$ cat config.mk
export PLATFORM = sky130hd
export DESIGN_NAME = elastic_fifo
export DESIGN_NICKNAME = d
export VERILOG_FILES = /design/src/rtl/util_pkg.sv /design/src/rtl/ring_ptr.sv /design/src/rtl/elastic_fifo.sv
export SDC_FILE = /design/constraint.sdc
export NUM_CORES = 1
export LEC_CHECK = 0
export CAP_MARGIN = 20
export CORE_UTILIZATION = 49
export DETAILED_ROUTE_END_ITERATION = 8
export GPL_TIMING_DRIVEN = 0
export MAX_ROUTING_LAYER = met4
export PLACE_DENSITY = 0.7
export SLEW_MARGIN = 20
export SYNTH_ARGS = -nofsm -noshare
export SYNTH_HDL_FRONTEND = slang
export SYNTH_SLANG_ARGS = --single-unit
export TNS_END_PERCENT = 1
$ cat constraint.sdc
create_clock -name clk -period 3.15 [get_ports clk]
set_clock_uncertainty 0.2 [all_clocks]
set_input_delay 0.4725 -clock clk [delete_from_list [all_inputs] [get_ports clk]]
set_output_delay 0.4725 -clock clk [all_outputs]
set_load 0.01 [all_outputs]
$ cat src/rtl/util_pkg.sv
// Shared helpers for the core's queues: occupancy type, pointer sizing and
// the push/pop operation decode.
package util_pkg;

  typedef logic [31:0] fifo_cnt_t;

  typedef enum logic [1:0] {
    OP_IDLE = 2'b00,
    OP_POP  = 2'b01,
    OP_PUSH = 2'b10,
    OP_BOTH = 2'b11
  } fifo_op_e;

  function automatic int unsigned ptr_width(input int unsigned depth);
    return (depth > 1) ? $clog2(depth) : 1;
  endfunction

endpackage

$ cat src/rtl/ring_ptr.sv
// Wrap-around pointer register: async reset, synchronous clear (priority) and
// increment enable. Wraps naturally at 2**W.
module ring_ptr #(
  parameter int unsigned W = 2
) (
  input  logic         clk,
  input  logic         rst,
  input  logic         clr,
  input  logic         inc,
  output logic [W-1:0] ptr
);

  // NOTE: state registers use non-blocking assignments so every flop samples
  // the pre-edge values, independent of process evaluation order.
  always_ff @(posedge clk or posedge rst) begin
    if (rst) begin
      ptr <= '0;
    end else if (clr) begin
      ptr <= '0;
    end else if (inc) begin
      ptr <= ptr + W'(1);
    end
  end

endmodule

$ cat src/rtl/elastic_fifo.sv
// First-word-fall-through FIFO with valid/ready on both sides, synchronous
// flush and an explicitly maintained occupancy counter.
module elastic_fifo
  import util_pkg::*;
#(
  parameter int unsigned WIDTH = 32,
  parameter int unsigned DEPTH = 4
) (
  input  logic                       clk,
  input  logic                       rst,
  input  logic                       flush,
  input  logic                       in_valid,
  output logic                       in_ready,
  input  logic [WIDTH-1:0]           in_data,
  output logic                       out_valid,
  input  logic                       out_ready,
  output logic [WIDTH-1:0]           out_data,
  output logic [$clog2(DEPTH+1)-1:0] count,
  output logic                       full,
  output logic                       empty
);

  localparam int unsigned   PW       = ptr_width(DEPTH);
  localparam int unsigned   CW       = $clog2(DEPTH + 1);
  localparam logic [CW-1:0] FULL_CNT = CW'(DEPTH);

  logic [WIDTH-1:0] mem [DEPTH];
  logic [PW-1:0]    rd_ptr;
  logic [PW-1:0]    wr_ptr;
  logic [CW-1:0]    count_q;
  logic             push;
  logic             pop;
  fifo_op_e         op;

  // Status comes purely from the registered count: no input-to-output path.
  assign full      = (count_q == FULL_CNT);
  assign empty     = (count_q == '0);
  assign in_ready  = ~full;
  assign out_valid = ~empty;
  assign count     = count_q;

  assign push = in_valid & in_ready;
  assign pop  = out_valid & out_ready;
  assign op   = fifo_op_e'({push, pop});

  ring_ptr #(.W(PW)) u_wr_ptr (
    .clk (clk),
    .rst (rst),
    .clr (flush),
    .inc (push),
    .ptr (wr_ptr)
  );

  ring_ptr #(.W(PW)) u_rd_ptr (
    .clk (clk),
    .rst (rst),
    .clr (flush),
    .inc (pop),
    .ptr (rd_ptr)
  );

  // NOTE: the storage array has no reset; out_data is masked while empty, so
  // power-up contents are never observable and the array stays plain flops.
  always_ff @(posedge clk) begin
    if (push && !flush) begin
      mem[wr_ptr] <= in_data;
    end
  end

  always_ff @(posedge clk or posedge rst) begin
    if (rst) begin
      count_q <= '0;
    end else if (flush) begin
      count_q <= '0;
    end else begin
      case (op)
        OP_PUSH: count_q <= count_q + CW'(1);
        OP_POP:  count_q <= count_q - CW'(1);
        default: ;
      endcase
    end
  end

  // NOTE: the default assignment comes first so no path leaves out_data
  // unassigned, which would otherwise infer a latch.
  always_comb begin
    out_data = '0;
    if (out_valid) begin
      out_data = mem[rd_ptr];
    end
  end

  logic [PW-1:0] ptr_diff;
  assign ptr_diff = wr_ptr - rd_ptr;

  a_count_bound: assert property (@(posedge clk) disable iff (rst)
    fifo_cnt_t'(count_q) <= fifo_cnt_t'(DEPTH));

  // A full ring has coincident pointers; otherwise the distance is the count.
  a_count_ptrs: assert property (@(posedge clk) disable iff (rst)
    (count_q == FULL_CNT) ? (wr_ptr == rd_ptr) : (ptr_diff == count_q[PW-1:0]));

endmodule

==> reports/results.txt <==
Final Setup Violations: 0
Syn. warnings: 0
Die Y: 107.3 µm
worst vdd ir: 516.3 µV
Fmax achieved: 324.9 MHz
CTS tree: built
Tcrit/Tclk final: 97.70%
# rows: 38
number of buffers created by CTS: 17
RR Startpoint: count[1]$_DFFE_PP0P_
reg2reg end: mem[0][4]$_DFFE_PP_
worst hold margin: 0.001538 ns
share of layout cells above drive strength 1: 24.02%
clk sinks: 135
DP HPWL: 6.158 mm
drt pass-1 iters: 6
root buf cell: clkbuf_8
Initial Util: 50.10%
die width: 107.3 µm
number of global-route vias before repair: 2894
Worst Tran Pin Value: 0.5228 ns
first-pass GRT wire length: 15.13 mm
CTS max path bufs: 2
CP max FO: 10
GP Congestion: 0.8092
Core Util, Final: 65.04%
total grt overflow: 0
CTS clk-pin slew, worst paths: 0.06 ns
core box area: 0.01084 mm²
fillers: 741
drt drc: 0
Non-Filler Instances: 523
Worst setup EP type: output pin
post-synthesis register bit count: 135
nets@finish: 412
initial antenna violation count: 0
pin count of the biggest net entering global routing: 20
Slew HR: 65.14%
Critical Path Start Type: register
Synth Instances: 272
max cap viols: 0
CTS H-tree lvls: 4
placed insts: 490
Final ANT Viol Nets: 0
ANT cells: 0
Reg2Reg Setup Slack: 0.70 ns
pwr dens: 731.9 mW/mm²
clock latency on the worst-skew pair: 0.51 ns
Seq/Total Area, Yosys: 73.99%
Area Growth Syn to Fin: 29.81%
Crit path required time: 2.48 ns
outcome: completed
Final Max Tran Viols: 0
Post-Syn Area: 0.005431 mm²
violation count after the first detailed-route iteration: 150
Die ar.: 0.01151 mm²
Register Area: 0.004019 mm²
Syn Nets: 314
Hold Vio Cnt, Final: 0
multi-input logic area: 0.001281 mm²
Synth cell types: 36
IO Port Bufs: 74
DR WL/cell: 18.50 µm
LEAKAGE: 2.322 nW
I/O pin count: 76
final WL: 9.677 mm
Tot GR Track Use: 19.32%
vias per cell: 5.300
Arrival @ worst endpoint: 2.41 ns
HP Class: input pin to async pin
min Tclk post-route: 3.078 ns
RSZ-0062 raised after global routing: true
worst reg-to-reg path cell count: 6
Syn Area/Cell: 19.97 µm²
crit path kind: register to output pin
via count: 2772
[worst max path at each step]
stage                                            from                   to  slack [ns]  cells after the start
after floorplan                  count[1]$_DFFE_PP0P_  mem[0][0]$_DFFE_PP_        0.63                      5
after CTS                        count[1]$_DFFE_PP0P_         out_data[22]       0.002                      5
after global placement                       in_valid  mem[0][6]$_DFFE_PP_       -0.49                      5
after detailed placement                     in_valid  mem[0][5]$_DFFE_PP_        0.21                      6
final                     u_rd_ptr.ptr[1]$_DFFE_PP0P_         out_data[22]        0.07                      5
after global routing      u_rd_ptr.ptr[1]$_DFFE_PP0P_         out_data[22]       -0.03                      5
[state kept, by name (all words and copies together) (netlist names)]
register,count
mem,128
u_rd_ptr.ptr,2
u_wr_ptr.ptr,2
count,3
[area by class of cell]
type,instances,area share [%]
Clock buffer,17,5.874
Timing Repair Buffer,79,12.17
Sequential cell,135,57.00
Inverter,8,0.4259
Clock inverter,15,2.201
Buffer,17,1.668
Tap cell,140,2.484
Multi-Input combinational cell,112,18.17
[cells in the mapped netlist, drive strengths merged]
cell,count,share of area [%]
xnor2,1,0.16
o2111ai,1,0.16
nor3,2,0.39
xor2,2,0.32
and2,5,0.58
o21ai,3,0.28
a211oi,1,0.14
edfxtp,128,71
inv,8,0.55
mux4,32,13
nor2b,32,3.7
o31ai,1,0.14
o41ai,1,0.16
dfrtp,7,3.2
mux2,1,0.21
nand3,4,0.37
a221oi,1,0.16
nor3b,1,0.14
clkbuf,5,0.35
o311ai,1,0.16
or3b,2,0.37
fa,1,0.37
nand3b,1,0.14
o21a,1,0.14
nor2,7,0.48
a21oi,3,0.28
nand2b,1,0.12
a22oi,1,0.14
o22ai,2,0.23
buf,12,1.6
ha,4,0.92
[report_power, final]
group	internal (mW)	switching [mW]	total (mW)
logic	0.686	0.540	1.23
registers	2.05	0.0326	2.08
clock network	1.13	0.727	1.85
total	3.86	1.30	5.16
[cell usage in the layout, fill, tap and decap left out, drive strengths merged, types with 6 or more instances in the layout]
master / Yosys / routed
nor2b: 32 / 32
dfrtp: 7 / 7
clkbuf: 5 / 22
clkdlybuf4s50: 0 / 74
edfxtp: 128 / 128
buf: 12 / 17
inv: 8 / 10
mux4: 32 / 32
clkinv: 0 / 6
nor2: 7 / 7
[stage by stage]
stage                     setup TNS [ns]  worst slack [ns]  power, mW  area (µm²)
after floorplan                        0            0.6273      2.783        5431
after global placement            -56.95           -0.4853      3.306        6347
after detailed placement               0            0.2086      3.336        6462
after CTS                              0          0.001712      5.197        7036
after global routing             -0.1958          -0.03220      5.378        7051
final                                  0           0.07242      5.160        7051
[metal layers]
layer / global-route usage (%) / vias up / routed length [µm]
met4: 7.339 / 0 / 131
met1: 22.44 / 1413 / 4052
met3: 4.600 / 11 / 415
li1: - / 1274 / -
met5: - / - / 0
met2: 32.81 / 74 / 5078
[timing repair]
action / in CTS / in global routing
gates cloned: 0 / 0
buffers inserted: 0 / 1
hold buffers: 0 / 0
pin swaps: 1 / 1
endpoints found under the setup margin: 30 / 30
resized for setup: 3 / 6
[kinds of logic (layout without fill, tap and decap cells)]
kind of cell             Yosys count  after routing  share of synthesized area (%)
adder cells (fa/ha/maj)            5              5                          1.290
XOR/XNOR                           3              3                         0.4838
multiplexers                      33             33                          13.48
AO/OA/AOI/OAI                     16             16                          1.981
flip-flops                       135            135                          73.99
AND/OR/NAND/NOR                   55             55                          6.266
buffers and inverters             25            136                          2.511
[critical path, stage by stage (launching register included)]
cell and delay [ns]:
dfrtp_1 0.32, clkbuf_1 0.23, buf_2 0.34, mux4_2 0.24
nor2b_1 0.19, clkdlybuf4s50_1 0.57
No activity file was read; power rests on OpenSTA's default activity.
